[src/rtl/instr_fetch_ctrl.sv]
// Instruction-memory port sequencer: boot-loader write phase, then PC-driven
// fetch into a registered IF stage with stall, redirect and misalignment trap.
module instr_fetch_ctrl #(
  parameter logic [31:0] RESET_PC  = 32'h0000_0028,
  parameter int          CNT_WIDTH = 16
) (
  input  logic                 clk,
  input  logic                 reset,
  input  logic                 load_valid,
  input  logic [29:0]          load_addr,
  input  logic [31:0]          load_data,
  output logic                 load_ready,
  input  logic                 boot_done,
  output logic [31:0]          imem_addr,
  output logic                 imem_we,
  output logic [31:0]          imem_wdata,
  input  logic [31:0]          imem_rdata,
  input  logic                 stall,
  input  logic                 redirect_valid,
  input  logic [31:0]          redirect_pc,
  output logic                 if_valid,
  output logic [31:0]          if_instr,
  output logic [31:0]          if_pc,
  output logic [31:0]          if_pc_plus4,
  output logic                 fetch_err,
  output logic [CNT_WIDTH-1:0] fetch_count
);

  typedef enum logic [1:0] {
    S_LOAD  = 2'd0,
    S_FETCH = 2'd1,
    S_ERROR = 2'd2
  } state_t;

  state_t                r_state, w_state;
  logic [31:0]           r_pc, w_pc;
  logic                  r_if_valid, w_if_valid;
  logic [31:0]           r_if_instr, w_if_instr;
  logic [31:0]           r_if_pc, w_if_pc;
  logic [31:0]           r_if_pc_plus4, w_if_pc_plus4;
  logic                  r_fetch_err, w_fetch_err;
  logic [CNT_WIDTH-1:0]  r_fetch_count, w_fetch_count;
  logic                  w_load_mode;
  logic                  w_misaligned;

  // The loader owns the port while reset is held so the image can be written early.
  assign w_load_mode  = reset || (r_state == S_LOAD);
  assign w_misaligned = redirect_valid && (redirect_pc[1:0] != 2'b00);

  assign load_ready  = w_load_mode;
  assign imem_we     = w_load_mode && load_valid;
  assign imem_wdata  = w_load_mode ? load_data : 32'h0;
  assign imem_addr   = w_load_mode ? {load_addr, 2'b00} : r_pc;

  assign if_valid    = r_if_valid;
  assign if_instr    = r_if_instr;
  assign if_pc       = r_if_pc;
  assign if_pc_plus4 = r_if_pc_plus4;
  assign fetch_err   = r_fetch_err;
  assign fetch_count = r_fetch_count;

  always_comb begin
    // NOTE: every next-state signal defaults to its register so no path infers a latch.
    w_state       = r_state;
    w_pc          = r_pc;
    w_if_valid    = r_if_valid;
    w_if_instr    = r_if_instr;
    w_if_pc       = r_if_pc;
    w_if_pc_plus4 = r_if_pc_plus4;
    w_fetch_err   = r_fetch_err;
    w_fetch_count = r_fetch_count;

    case (r_state)
      S_LOAD: begin
        w_if_valid = 1'b0;
        if (boot_done) begin
          w_pc    = RESET_PC;
          w_state = S_FETCH;
        end
      end
      S_FETCH: begin
        if (w_misaligned) begin
          w_state     = S_ERROR;
          w_fetch_err = 1'b1;
          w_if_valid  = 1'b0;
        end else if (redirect_valid) begin
          w_pc       = redirect_pc;
          w_if_valid = 1'b0;
        end else if (!stall) begin
          w_if_instr    = imem_rdata;
          w_if_pc       = r_pc;
          w_if_pc_plus4 = r_pc + 32'd4;
          w_if_valid    = 1'b1;
          w_pc          = r_pc + 32'd4;
          w_fetch_count = r_fetch_count + CNT_WIDTH'(1);
        end
      end
      S_ERROR: begin
        w_if_valid = 1'b0;
      end
      default: begin
        w_state    = S_LOAD;
        w_if_valid = 1'b0;
      end
    endcase
  end

  always_ff @(posedge clk) begin
    // NOTE: state is updated with non-blocking assignments so all registers sample together.
    if (reset) begin
      r_state       <= S_LOAD;
      r_pc          <= RESET_PC;
      r_if_valid    <= 1'b0;
      r_if_instr    <= 32'h0;
      r_if_pc       <= 32'h0;
      r_if_pc_plus4 <= 32'h0;
      r_fetch_err   <= 1'b0;
      r_fetch_count <= '0;
    end else begin
      r_state       <= w_state;
      r_pc          <= w_pc;
      r_if_valid    <= w_if_valid;
      r_if_instr    <= w_if_instr;
      r_if_pc       <= w_if_pc;
      r_if_pc_plus4 <= w_if_pc_plus4;
      r_fetch_err   <= w_fetch_err;
      r_fetch_count <= w_fetch_count;
    end
  end

endmodule
[config.mk]
export PLATFORM = sky130hd
export DESIGN_NAME = instr_fetch_ctrl
export DESIGN_NICKNAME = d
export VERILOG_FILES = /design/src/rtl/instr_fetch_ctrl.sv
export SDC_FILE = /design/constraint.sdc
export NUM_CORES = 1
export LEC_CHECK = 0
export CAP_MARGIN = 0
export CORE_ASPECT_RATIO = 0.9
export CORE_MARGIN = 2
export CORE_UTILIZATION = 42
export CTS_CLUSTER_DIAMETER = 120
export DETAILED_ROUTE_END_ITERATION = 12
export GPL_TIMING_DRIVEN = 0
export HOLD_SLACK_MARGIN = 0.06
export PLACE_DENSITY = 0.81
export SYNTH_ARGS = -nofsm -noshare
export SYNTH_HDL_FRONTEND = slang
export SYNTH_SLANG_ARGS = --single-unit
[constraint.sdc]
create_clock -name clk -period 3.25 [get_ports clk]
set_clock_uncertainty 0.15 [all_clocks]
set_input_delay 0.8125 -clock clk [delete_from_list [all_inputs] [get_ports clk]]
set_output_delay 0.8125 -clock clk [all_outputs]
set_load 0.01 [all_outputs]
==> results.sh <==
export IMPL_status="completed"
export IMPL_clk_path_buf_depth=2
export IMPL_area_delta_synth_final_pct=57.28
export IMPL_via_per_inst=5.293
export IMPL_synth_warning_count=0
export IMPL_crit_type="in -> out"
export IMPL_cpMostUsedCell="buf_8"
export IMPL_grt_usage_pct=28.13
export IMPL_cp_top_family="buffers and inverters"
export IMPL_maxCapViolCount=0
export IMPL_layoutNonFillerInstCount=1411
export IMPL_synth_top_family_by_area="simple AND/OR/NAND/NOR gates"
export IMPL_synth_compound_area_share_pct=16.86
export IMPL_p_leak_nw=3.909
export IMPL_synth_simple_area_share_pct=25.46
export IMPL_yosys_area_share_adder_pct=0.3599
export IMPL_nNetsFinal=1325
export IMPL_setup_tns_final_ns=0
export IMPL_portBuffers=310
export IMPL_multi_input_area_um2=3567
export IMPL_drt_wl_total_um=25570
export IMPL_gp_congestion=0.9125
export IMPL_num_antenna_cells=0
export IMPL_netlist_instances=859
export IMPL_clkSlewWorstSetupHoldPaths_ns=0.06
export IMPL_synth_distinct_cells=63
export IMPL_finalHoldWorstSlack_ns=0.2986
export IMPL_numClockSinks=146
export IMPL_htreeDepth=4
export IMPL_drt_iter0_markers=569
export IMPL_ys_flop_type="dfxtp_1"
export IMPL_initial_core_util_pct=42.96
export IMPL_hold_class="reg -> reg"
export IMPL_worstPathMaxFanout=10
export IMPL_async_reset_ff_share_pct=0
export IMPL_avgSynthCellArea_um2=8.094
export IMPL_netlist_area_um2=6953
export IMPL_vdd_ir_drop_worst_mv=0.4471
export IMPL_dpl_cell_count=1376
export IMPL_cp_num_buf_inv=5
export IMPL_antenna_left=0
export IMPL_cp_data_arrival_time_ns=2.26
export IMPL_drive_gt1_share_pct=9.219
export IMPL_grt_pass1_vias=7139
export IMPL_hold_viol=0
export IMPL_cpPeakStageDelay_ns=0.36
export IMPL_cts_tree="done"
export IMPL_fillers=1396
export IMPL_clock_root_buffer="clkbuf_16"
export IMPL_setup_viol=0
export IMPL_fin_crit_ns=3.227
export IMPL_drc=0
export IMPL_cts_hold_fix_buffers=0
export IMPL_final_cell_mix="clkdlybuf4s50_1 (262), nand2_1 (172), dfxtp_1 (146)"
export IMPL_period_share_pct=99.30
export IMPL_grt_pass1_wl_um=39190
export IMPL_synth_nets=993
export IMPL_die_area_um2=17600
export IMPL_grt_max_degree=17
export IMPL_rows=44
export IMPL_worstSetupStartpointType="input port"
export IMPL_routedWlPerCell_um=18.12
export IMPL_cts_buffers_inserted=17
export IMPL_drtPass1Iterations=5
export IMPL_crit_path_end_kind="output pin"
export IMPL_core_area_um2=16190
export IMPL_dr_total_vias=7469
export IMPL_final_cell_area_um2=10940
export IMPL_dpl_instance_area_um2=10310
export IMPL_place_detailed_hpwl_um=18890
export IMPL_antenna_found_initial=1
export IMPL_crit_chain="clkdlybuf4s15_2 -> o21bai_4 -> buf_8 -> buf_12 -> buf_8 -> mux2_2 -> dlygate4sd2_1"
export IMPL_overflow=0
export IMPL_worst_pin_slew_ns=0.9802
export IMPL_clk_insertion_delay_late_ns=0.43
export IMPL_ios=312
export IMPL_final_common_cell="clkdlybuf4s50_1"
export IMPL_synth_seq_area_share_pct=42.04
export IMPL_regArea_um2=2923
export IMPL_muxShareOfSynthArea_pct=3.869
export IMPL_ys_ff_latch=146
export IMPL_finalMaxSlewViolations=0
export IMPL_synth_edf_count=0
export IMPL_slowest_stage="mux2_2"
export IMPL_fmax_ghz=0.3099
export IMPL_slew_headroom_pct=34.05
export IMPL_p_per_area_nw_per_um2=409.4
export IMPL_die_h_um=126.1
export IMPL_synth_xor_xnor_area_share_pct=4.535
export IMPL_required_ns=2.29
export IMPL_die_width_um=139.6
## where the power goes
part	internal, W	total, W	switching, W
logic	0.000401	0.000743	0.000343
registers	0.00183	0.00186	0.0000273
clock network	0.00112	0.00187	0.000754
total	0.00335	0.00448	0.00112
## routing by layer
metal | vias to the layer above | wire, um | share of wire [%] | track usage [%]
met4 | 0 | 872 | 3.4 | 11.29
li1 | 3609 | - | - | -
met1 | 3443 | 10660 | 42 | 35.89
met2 | 359 | 11590 | 45 | 44.58
met3 | 58 | 2445 | 9.6 | 8.745
met5 | - | 0 | 0 | 0
## registers in the layout (all words and copies together) (netlist names)
name / flops
if_instr: 32
if_pc: 32
fetch_err: 1
fetch_count: 16
if_pc_plus4: 30
if_valid: 1
r_pc: 32
r_state: 2
## path summary, 6_finish.rpt
check | startpoint | endpoint | slack (ns) | cells past startpoint
setup reg to reg | r_pc[2]$_SDFFE_PP0P_ | if_pc_plus4[30]$_SDFFE_PP0P_ | 0.45 | 7
hold reg to reg | fetch_err$_SDFFE_PP0P_ | fetch_err$_SDFFE_PP0P_ | 0.30 | 2
setup / recovery | reset | imem_addr[9] | 0.02 | 7
hold / removal | fetch_err$_SDFFE_PP0P_ | fetch_err$_SDFFE_PP0P_ | 0.30 | 2
## cells in the mapped netlist, types with 5 or more instances
cell type / number / area share [%]
o22ai_1: 7 / 0.63
nor2_1: 64 / 3.5
a21oi_1: 89 / 6.4
nand4_1: 15 / 1.3
a22oi_1: 8 / 0.86
xnor2_1: 24 / 3.0
nand3_1: 13 / 0.94
and2_1: 36 / 3.2
a211oi_1: 24 / 2.6
nor4_1: 10 / 0.90
dfxtp_1: 146 / 42
nor3_1: 13 / 0.94
inv_1: 14 / 0.76
nand2_1: 172 / 9.3
mux2_2: 23 / 3.7
clkbuf_8: 10 / 2.0
clkbuf_1: 53 / 2.9
xor2_1: 12 / 1.5
buf_4: 7 / 0.76
and3_1: 5 / 0.45
o21ai_0: 32 / 2.3
nand2b_1: 9 / 0.81
## area by class of cell
cell class	count	area share, %
Buffer	77	4.371
Clock buffer	21	4.394
Clock inverter	11	0.7780
Inverter	14	0.4805
Multi-Input combinational cell	622	32.62
Sequential cell	146	26.73
Tap cell	207	2.368
Timing Repair Buffer	313	28.26
## repair_timing
item	4_1_cts	5_1_grt
setup buffers	2	0
pin swaps	0	0
hold endpoints to repair	0	0
endpoints found under the setup margin	66	23
resized for setup	75	5
gates cloned	1	0
## tightest hold or removal path, cell delays in order (launching register included)
cell and delay [ns]:
dfxtp_1 0.31, inv_1 0.05, a21oi_1 0.05
## kinds of logic (layout without fill, tap and decap cells)
| kind of cell | after synthesis | count (layout) |
|---|---|---|
| AOI/OAI and AO/OA | 193 | 193 |
| xor gates and xnor gates | 36 | 36 |
| adders and majority gates | 2 | 2 |
| buffers and inverters | 91 | 436 |
| DFF | 146 | 146 |
| muxes | 24 | 24 |
| and+or+nand+nor | 367 | 367 |
## per-stage QoR
stage / power, W / utilization (%) / setup slack [ns]
after detailed placement: 0.002644 / 63.73 / -1.235
after global placement: 0.002634 / 63.73 / -1.210
after global routing: 0.004631 / 67.56 / -0.003838
after floorplan: 0.002199 / - / 0.3434
after CTS: 0.004497 / 67.53 / 0.01858
final: 0.004477 / 67.56 / 0.02272
No activity file was read; power rests on OpenSTA's default activity.
